## src/rtl/dmem_arbiter_if.sv

```systemverilog
// Bus bundle for dmem_arbiter: two requester ports and the data-memory side.
// Perf counter signals exist only when DMEM_ARB_PERF_EN is defined.
interface dmem_arbiter_if #(
  parameter int ADDR_W = 32,
  parameter int DATA_W = 32
);
  localparam int BE_W = DATA_W / 8;

  logic              m0_req;
  logic [BE_W-1:0]   m0_we;
  logic [ADDR_W-1:0] m0_addr;
  logic [DATA_W-1:0] m0_wdata;
  logic              m0_gnt;
  logic              m0_rvalid;
  logic [DATA_W-1:0] m0_rdata;

  logic              m1_req;
  logic [BE_W-1:0]   m1_we;
  logic [ADDR_W-1:0] m1_addr;
  logic [DATA_W-1:0] m1_wdata;
  logic              m1_gnt;
  logic              m1_rvalid;
  logic [DATA_W-1:0] m1_rdata;

  logic              mem_en;
  logic [BE_W-1:0]   mem_we;
  logic [ADDR_W-1:0] mem_addr;
  logic [DATA_W-1:0] mem_wdata;
  logic [DATA_W-1:0] mem_rdata;

`ifdef DMEM_ARB_PERF_EN
  logic [31:0]       m0_grants;
  logic [31:0]       m1_grants;
  logic [31:0]       m0_stalls;
  logic [31:0]       m1_stalls;

  modport slave (
    input  m0_req, m0_we, m0_addr, m0_wdata,
    input  m1_req, m1_we, m1_addr, m1_wdata,
    input  mem_rdata,
    output m0_gnt, m0_rvalid, m0_rdata,
    output m1_gnt, m1_rvalid, m1_rdata,
    output mem_en, mem_we, mem_addr, mem_wdata,
    output m0_grants, m1_grants, m0_stalls, m1_stalls
  );

  modport master (
    output m0_req, m0_we, m0_addr, m0_wdata,
    output m1_req, m1_we, m1_addr, m1_wdata,
    output mem_rdata,
    input  m0_gnt, m0_rvalid, m0_rdata,
    input  m1_gnt, m1_rvalid, m1_rdata,
    input  mem_en, mem_we, mem_addr, mem_wdata,
    input  m0_grants, m1_grants, m0_stalls, m1_stalls
  );
`else
  modport slave (
    input  m0_req, m0_we, m0_addr, m0_wdata,
    input  m1_req, m1_we, m1_addr, m1_wdata,
    input  mem_rdata,
    output m0_gnt, m0_rvalid, m0_rdata,
    output m1_gnt, m1_rvalid, m1_rdata,
    output mem_en, mem_we, mem_addr, mem_wdata
  );

  modport master (
    output m0_req, m0_we, m0_addr, m0_wdata,
    output m1_req, m1_we, m1_addr, m1_wdata,
    output mem_rdata,
    input  m0_gnt, m0_rvalid, m0_rdata,
    input  m1_gnt, m1_rvalid, m1_rdata,
    input  mem_en, mem_we, mem_addr, mem_wdata
  );
`endif
endinterface

```

## src/rtl/dmem_arbiter.sv

```systemverilog
// Round-robin two-requester arbiter in front of single-port dmem, one read in flight.
// Optional per-requester grant/stall counters under DMEM_ARB_PERF_EN.
//
// state   | meaning
// IDLE    | grants accepted; writes complete here, a read moves to RD_WAIT
// RD_WAIT | read in flight; cnt counts down to the mem_rdata capture cycle
module dmem_arbiter #(
  parameter int ADDR_W = 32,
  parameter int DATA_W = 32,
  parameter int RD_LAT = 1
) (
  input logic           clk,
  input logic           reset,
  dmem_arbiter_if.slave bus
);
  localparam logic [2:0] CNT_LOAD = 3'(RD_LAT - 1);

  typedef enum logic {IDLE = 1'b0, RD_WAIT = 1'b1} state_t;

  state_t            state_q, state_d;
  logic [2:0]        cnt_q, cnt_d;
  logic              owner_q, owner_d;
  logic              last_q, last_d;
  logic [1:0]        rvalid_q, rvalid_d;
  logic [DATA_W-1:0] rdata0_q, rdata0_d;
  logic [DATA_W-1:0] rdata1_q, rdata1_d;
  logic              gnt0, gnt1;

  always_ff @(posedge clk or posedge reset) begin
    if (reset) begin
      state_q  <= IDLE;
      cnt_q    <= '0;
      owner_q  <= 1'b0;
      last_q   <= 1'b1;
      rvalid_q <= '0;
      rdata0_q <= '0;
      rdata1_q <= '0;
    end else begin
      state_q  <= state_d;
      cnt_q    <= cnt_d;
      owner_q  <= owner_d;
      last_q   <= last_d;
      rvalid_q <= rvalid_d;
      rdata0_q <= rdata0_d;
      rdata1_q <= rdata1_d;
    end
  end

  always_comb begin
    state_d  = state_q;
    cnt_d    = cnt_q;
    owner_d  = owner_q;
    last_d   = last_q;
    rvalid_d = '0;
    rdata0_d = rdata0_q;
    rdata1_d = rdata1_q;
    gnt0     = 1'b0;
    gnt1     = 1'b0;
    case (state_q)
      IDLE: begin
        // on a tie the requester that did not win last time goes first
        if (bus.m0_req && (!bus.m1_req || last_q)) gnt0 = 1'b1;
        else if (bus.m1_req)                       gnt1 = 1'b1;
        if (gnt0 || gnt1) begin
          last_d = gnt1;
          if ((gnt0 && bus.m0_we == '0) || (gnt1 && bus.m1_we == '0)) begin
            owner_d = gnt1;
            cnt_d   = CNT_LOAD;
            state_d = RD_WAIT;
          end
        end
      end
      RD_WAIT: begin
        if (cnt_q != '0) begin
          cnt_d = cnt_q - 3'd1;
        end else begin
          rvalid_d = owner_q ? 2'b10 : 2'b01;
          if (owner_q) rdata1_d = bus.mem_rdata;
          else         rdata0_d = bus.mem_rdata;
          state_d = IDLE;
        end
      end
      default: state_d = IDLE;
    endcase
  end

  assign bus.mem_en    = gnt0 | gnt1;
  assign bus.mem_we    = gnt0 ? bus.m0_we    : (gnt1 ? bus.m1_we    : '0);
  assign bus.mem_addr  = gnt0 ? bus.m0_addr  : (gnt1 ? bus.m1_addr  : '0);
  assign bus.mem_wdata = gnt0 ? bus.m0_wdata : (gnt1 ? bus.m1_wdata : '0);

  assign bus.m0_gnt    = gnt0;
  assign bus.m1_gnt    = gnt1;
  assign bus.m0_rvalid = rvalid_q[0];
  assign bus.m1_rvalid = rvalid_q[1];
  assign bus.m0_rdata  = rdata0_q;
  assign bus.m1_rdata  = rdata1_q;

`ifdef DMEM_ARB_PERF_EN
  logic [31:0] m0_grants_q, m1_grants_q, m0_stalls_q, m1_stalls_q;

  always_ff @(posedge clk or posedge reset) begin
    if (reset) begin
      m0_grants_q <= '0;
      m1_grants_q <= '0;
      m0_stalls_q <= '0;
      m1_stalls_q <= '0;
    end else begin
      if (gnt0)                m0_grants_q <= m0_grants_q + 32'd1;
      if (gnt1)                m1_grants_q <= m1_grants_q + 32'd1;
      if (bus.m0_req && !gnt0) m0_stalls_q <= m0_stalls_q + 32'd1;
      if (bus.m1_req && !gnt1) m1_stalls_q <= m1_stalls_q + 32'd1;
    end
  end

  assign bus.m0_grants = m0_grants_q;
  assign bus.m1_grants = m1_grants_q;
  assign bus.m0_stalls = m0_stalls_q;
  assign bus.m1_stalls = m1_stalls_q;
`endif
endmodule

```

## src/flat_wrapper.sv

```systemverilog
// flat-port wrapper written by rule: the top's interface ports become plain ports
module dmem_arbiter_flat 
#(
  parameter int ADDR_W = 32,
  parameter int DATA_W = 32,
  parameter int RD_LAT = 1
)
  (clk, reset, bus_m0_req, bus_m0_we, bus_m0_addr, bus_m0_wdata, bus_m1_req, bus_m1_we, bus_m1_addr, bus_m1_wdata, bus_mem_rdata, bus_m0_gnt, bus_m0_rvalid, bus_m0_rdata, bus_m1_gnt, bus_m1_rvalid, bus_m1_rdata, bus_mem_en, bus_mem_we, bus_mem_addr, bus_mem_wdata);
  dmem_arbiter_if #(.ADDR_W(ADDR_W), .DATA_W(DATA_W)) bus_i ();
  input logic clk;
  input logic reset;
  input wire logic [$bits(bus_i.m0_req)-1:0] bus_m0_req;
  input wire logic [$bits(bus_i.m0_we)-1:0] bus_m0_we;
  input wire logic [$bits(bus_i.m0_addr)-1:0] bus_m0_addr;
  input wire logic [$bits(bus_i.m0_wdata)-1:0] bus_m0_wdata;
  input wire logic [$bits(bus_i.m1_req)-1:0] bus_m1_req;
  input wire logic [$bits(bus_i.m1_we)-1:0] bus_m1_we;
  input wire logic [$bits(bus_i.m1_addr)-1:0] bus_m1_addr;
  input wire logic [$bits(bus_i.m1_wdata)-1:0] bus_m1_wdata;
  input wire logic [$bits(bus_i.mem_rdata)-1:0] bus_mem_rdata;
  output wire logic [$bits(bus_i.m0_gnt)-1:0] bus_m0_gnt;
  output wire logic [$bits(bus_i.m0_rvalid)-1:0] bus_m0_rvalid;
  output wire logic [$bits(bus_i.m0_rdata)-1:0] bus_m0_rdata;
  output wire logic [$bits(bus_i.m1_gnt)-1:0] bus_m1_gnt;
  output wire logic [$bits(bus_i.m1_rvalid)-1:0] bus_m1_rvalid;
  output wire logic [$bits(bus_i.m1_rdata)-1:0] bus_m1_rdata;
  output wire logic [$bits(bus_i.mem_en)-1:0] bus_mem_en;
  output wire logic [$bits(bus_i.mem_we)-1:0] bus_mem_we;
  output wire logic [$bits(bus_i.mem_addr)-1:0] bus_mem_addr;
  output wire logic [$bits(bus_i.mem_wdata)-1:0] bus_mem_wdata;
  assign bus_i.m0_req = bus_m0_req;
  assign bus_i.m0_we = bus_m0_we;
  assign bus_i.m0_addr = bus_m0_addr;
  assign bus_i.m0_wdata = bus_m0_wdata;
  assign bus_i.m1_req = bus_m1_req;
  assign bus_i.m1_we = bus_m1_we;
  assign bus_i.m1_addr = bus_m1_addr;
  assign bus_i.m1_wdata = bus_m1_wdata;
  assign bus_i.mem_rdata = bus_mem_rdata;
  assign bus_m0_gnt = bus_i.m0_gnt;
  assign bus_m0_rvalid = bus_i.m0_rvalid;
  assign bus_m0_rdata = bus_i.m0_rdata;
  assign bus_m1_gnt = bus_i.m1_gnt;
  assign bus_m1_rvalid = bus_i.m1_rvalid;
  assign bus_m1_rdata = bus_i.m1_rdata;
  assign bus_mem_en = bus_i.mem_en;
  assign bus_mem_we = bus_i.mem_we;
  assign bus_mem_addr = bus_i.mem_addr;
  assign bus_mem_wdata = bus_i.mem_wdata;
  dmem_arbiter #(.ADDR_W(ADDR_W), .DATA_W(DATA_W), .RD_LAT(RD_LAT)) u_core (.clk(clk), .reset(reset), .bus(bus_i));
endmodule
```

## config.mk

```make
export PLATFORM = sky130hd
export DESIGN_NAME = dmem_arbiter_flat
export DESIGN_NICKNAME = d
export VERILOG_FILES = /design/src/rtl/dmem_arbiter_if.sv /design/src/rtl/dmem_arbiter.sv /design/src/flat_wrapper.sv
export SDC_FILE = /design/constraint.sdc
export NUM_CORES = 1
export LEC_CHECK = 0
export ABC_AREA = 0
export ABC_CLOCK_PERIOD_IN_PS = 2500
export BUFFER_PORTS_ARGS = -buffer_cell sky130_fd_sc_hd__buf_2
export CORE_AREA = 2 2 121 123
export CTS_CLUSTER_SIZE = 28
export DETAILED_ROUTE_END_ITERATION = 10
export DIE_AREA = 0 0 123 125
export SYNTH_ARGS = -nofsm -noshare
export SYNTH_HDL_FRONTEND = slang
export SYNTH_SLANG_ARGS = --single-unit
```

## constraint.sdc

```tcl
create_clock -name clk -period 2.5 [get_ports clk]
set_clock_uncertainty 0.15 [all_clocks]
set_input_delay 0.125 -clock clk [delete_from_list [all_inputs] [get_ports clk]]
set_output_delay 0.125 -clock clk [all_outputs]
set_load 0.05 [all_outputs]
```

==> impl_metrics.env <==
export IMPL_tightest_slew_ps=607
export IMPL_grt_max_degree=71
export IMPL_min_path_type="input port to flip-flop"
export IMPL_startpoint_type="flip-flop"
export IMPL_post_route_drc_count=0
export IMPL_vdd_ir_drop_max_uv=521
export IMPL_row_count=44
export IMPL_ys_warn_count=0
export IMPL_antenna_found_initial=5
export IMPL_seqPwrFrac=0.290
export IMPL_ys_ff_latch=72
export IMPL_rsz0062_at_grt="no"
export IMPL_worstSetupPathType="flip-flop to primary output"
export IMPL_dr_pass1_iters=4
export IMPL_synth_mux_area_frac=0.105
export IMPL_clock_latency_ps=330
export IMPL_clk_pin_slew_ps=50
export IMPL_crit_fanout=56
export IMPL_portBuffers=308
export IMPL_yosysSeqAreaShare=0.524
export IMPL_ys_top_cells_by_area="dfrtp_1 52%, a22o_1 17%, nand2_1 11%"
export IMPL_ys_flop_type="dfrtp_1"
export IMPL_grt_pass1_vias=4062
export IMPL_syn_to_final_growth_pct=70.6
export IMPL_synth_simple_area_share=0.131
export IMPL_synth_xor_area_share=0
export IMPL_p_comb_frac=0.475
export IMPL_avgSynthCellArea_um2=10.5
export IMPL_syn_area_um2=3440
export IMPL_min_period_ps=2380
export IMPL_arrival_ps=2100
export IMPL_drt_wirelength_per_cell_um=18.5
export IMPL_fin_nets=836
export IMPL_finalNonFillerCells=855
export IMPL_async_flop_share=1.00
export IMPL_layout_common_cells="308 x buf_2, 101 x nand2_1, 71 x dfrtp_1"
export IMPL_hold_violations=0
export IMPL_route_layer_met1_wl_um=6050
export IMPL_cts_buffer_depth=2
export IMPL_dr_wl_met3_um=1580
export IMPL_synth_edff_count=0
export IMPL_drv_slew=0
export IMPL_core_area_um2=14200
export IMPL_syn_nets=501
export IMPL_ys_types=21
export IMPL_clockPowerShare=0.235
export IMPL_critPathRequiredTime_ps=2230
export IMPL_drt_iter0_drc=182
export IMPL_cts_tree="built"
export IMPL_viasPerCell=4.63
export IMPL_synth_cells=327
export IMPL_postCtsSetupBuffers=0
export IMPL_fin_crit_sh=0.952
export IMPL_num_io_pins=309
export IMPL_cts_sinks=72
export IMPL_routed_top_layer="met5"
export IMPL_end_kind="primary output"
export IMPL_maxCapViolCount=0
export IMPL_dp_hpwl_um=12400
export IMPL_postRouteWirelength_um=15800
export IMPL_pwr_density_cell_nw_per_um2=950
export IMPL_vias=3962
export IMPL_fin_util=0.413
export IMPL_setup_viol=0
export IMPL_drive_above_1_share=0.550
export IMPL_track_usage=0.192
export IMPL_cts_buffers=9
export IMPL_synth_top_family_by_area="compound AO/OA/AOI/OAI gates"
export IMPL_synthAdderAreaFrac=0.00727
export IMPL_p_leak_nw=3.26
export IMPL_finalSetupTns_ps=0
export IMPL_dp_cells=801
export IMPL_die_w_um=123
export IMPL_layout_commonest_cell="buf_2"
export IMPL_cts_htree_levels=3
export IMPL_die_h_um=125
export IMPL_die_area_um2=15400
export IMPL_p_sw_mw=2.62
export IMPL_yosys_area_top_type="dfrtp_1"
export IMPL_synth_top_area_frac=0.516
export IMPL_cts_root_buf="clkbuf_16"
export IMPL_switching_share=0.470
export IMPL_maxSlewHeadroom=0.595
export IMPL_start_util=0.242
export IMPL_place_congestion=0.954
export IMPL_globalRouteOverflowTotal=0
export IMPL_synth_compound_area_frac=0.187
export IMPL_wl_met2_um=7790
export IMPL_p_int_mw=2.96
export IMPL_grt_pass1_wl_um=22300
export IMPL_ant_nets=0
export IMPL_status="completed"
export IMPL_fmax_ghz=0.420
[worst max-delay path, stage by stage, from the launching register on]
cell	delay, ps
dfstp_2	530
nand2b_1	120
and3b_4	330
buf_12	280
a22o_1	200
buf_2	260
[final cells by class]
class,count,area (um^2)
inverters,7,26.3
fillers,1416,8330
diodes,4,10.0
multi-input cells,223,1500
clock inverters,4,52.6
clock buffers,12,256
well taps,184,230
flip-flops and latches,72,1800
repair buffers,349,2000
[path summary, 6_finish.rpt]
path                                         from                      end  slack, ps  cells after the start
setup / recovery                    u_core.last_q         bus_mem_addr[15]        120                      5
hold / removal                       bus_m1_we[3]           u_core.owner_q         20                      4
setup reg to reg                  u_core.cnt_q[0]  u_core.bus.m0_rdata[29]        520                      8
hold reg to reg            u_core.bus.m0_rdata[2]   u_core.bus.m0_rdata[2]        310                      2
max in group asynchronous                   reset   u_core.bus.m1_rdata[6]       1480                      4
min in group asynchronous                   reset  u_core.bus.m1_rdata[13]        120                      3
[power groups by stage]
stage / sequential, mW / clock [mW] / combinational, mW
after floorplan: 2.66 / 0 / 0.858
after global placement: 1.62 / 0 / 2.60
after detailed placement: 1.63 / 0 / 2.62
after CTS: 1.62 / 1.35 / 2.66
after global routing: 1.66 / 1.40 / 2.76
final: 1.62 / 1.31 / 2.65
[registers in the layout (all words and copies together), names as in the netlist]
signal and cells:
u_core.state_q 1, u_core.bus.m0_rdata 32, u_core.last_q 1, u_core.bus.m1_rdata 32, u_core.owner_q 1, u_core.cnt_q 3
u_core.rvalid_q 2
[metrics by stage]
stage	cell area [um^2]	power (mW)	hold slack [ps]	setup slack [ps]
6_report	5870	5.58	23.8	121
5_1_grt	5860	5.82	35.5	54.4
4_1_cts	5860	5.62	11.1	85.5
2_1_floorplan	3440	3.52	80.4	402
3_3_place_gp	5210	4.21	-90.0	487
3_5_place_dp	5210	4.25	-84.7	445
[cells by family (layout without fill, tap and decap cells)]
kind of cell	after synthesis	after routing
DFF	72	72
buffers and inverters	32	372
adders and majority gates	2	2
muxes	32	32
and+or+nand+nor	113	113
AOI/OAI and AO/OA	76	76
other	0	4
[metal layers]
layer  GRT usage  vias up
li1            -     1830
met1       0.219     1903
met2       0.330      194
met3      0.0716       31
met4      0.0582        4
met5           0        -
[cell usage after synthesis (2+ instances only)]
cell,number
o21ai_0,3
clkbuf_1,4
nand2_1,101
mux2_2,32
nor4_1,2
buf_6,2
o22ai_1,2
inv_1,7
a22o_1,68
nand2b_1,4
buf_2,19
ha_1,2
nand3_1,3
dfrtp_1,71
[repair_timing]
| action | CTS | global route |
|---|---|---|
| hold buffers | 34 | 0 |
| endpoints found under the setup margin | 0 | 8 |
| hold endpoints to repair | 136 | 0 |
| resized for setup | 0 | 1 |
(Power assumes the default switching activity.)
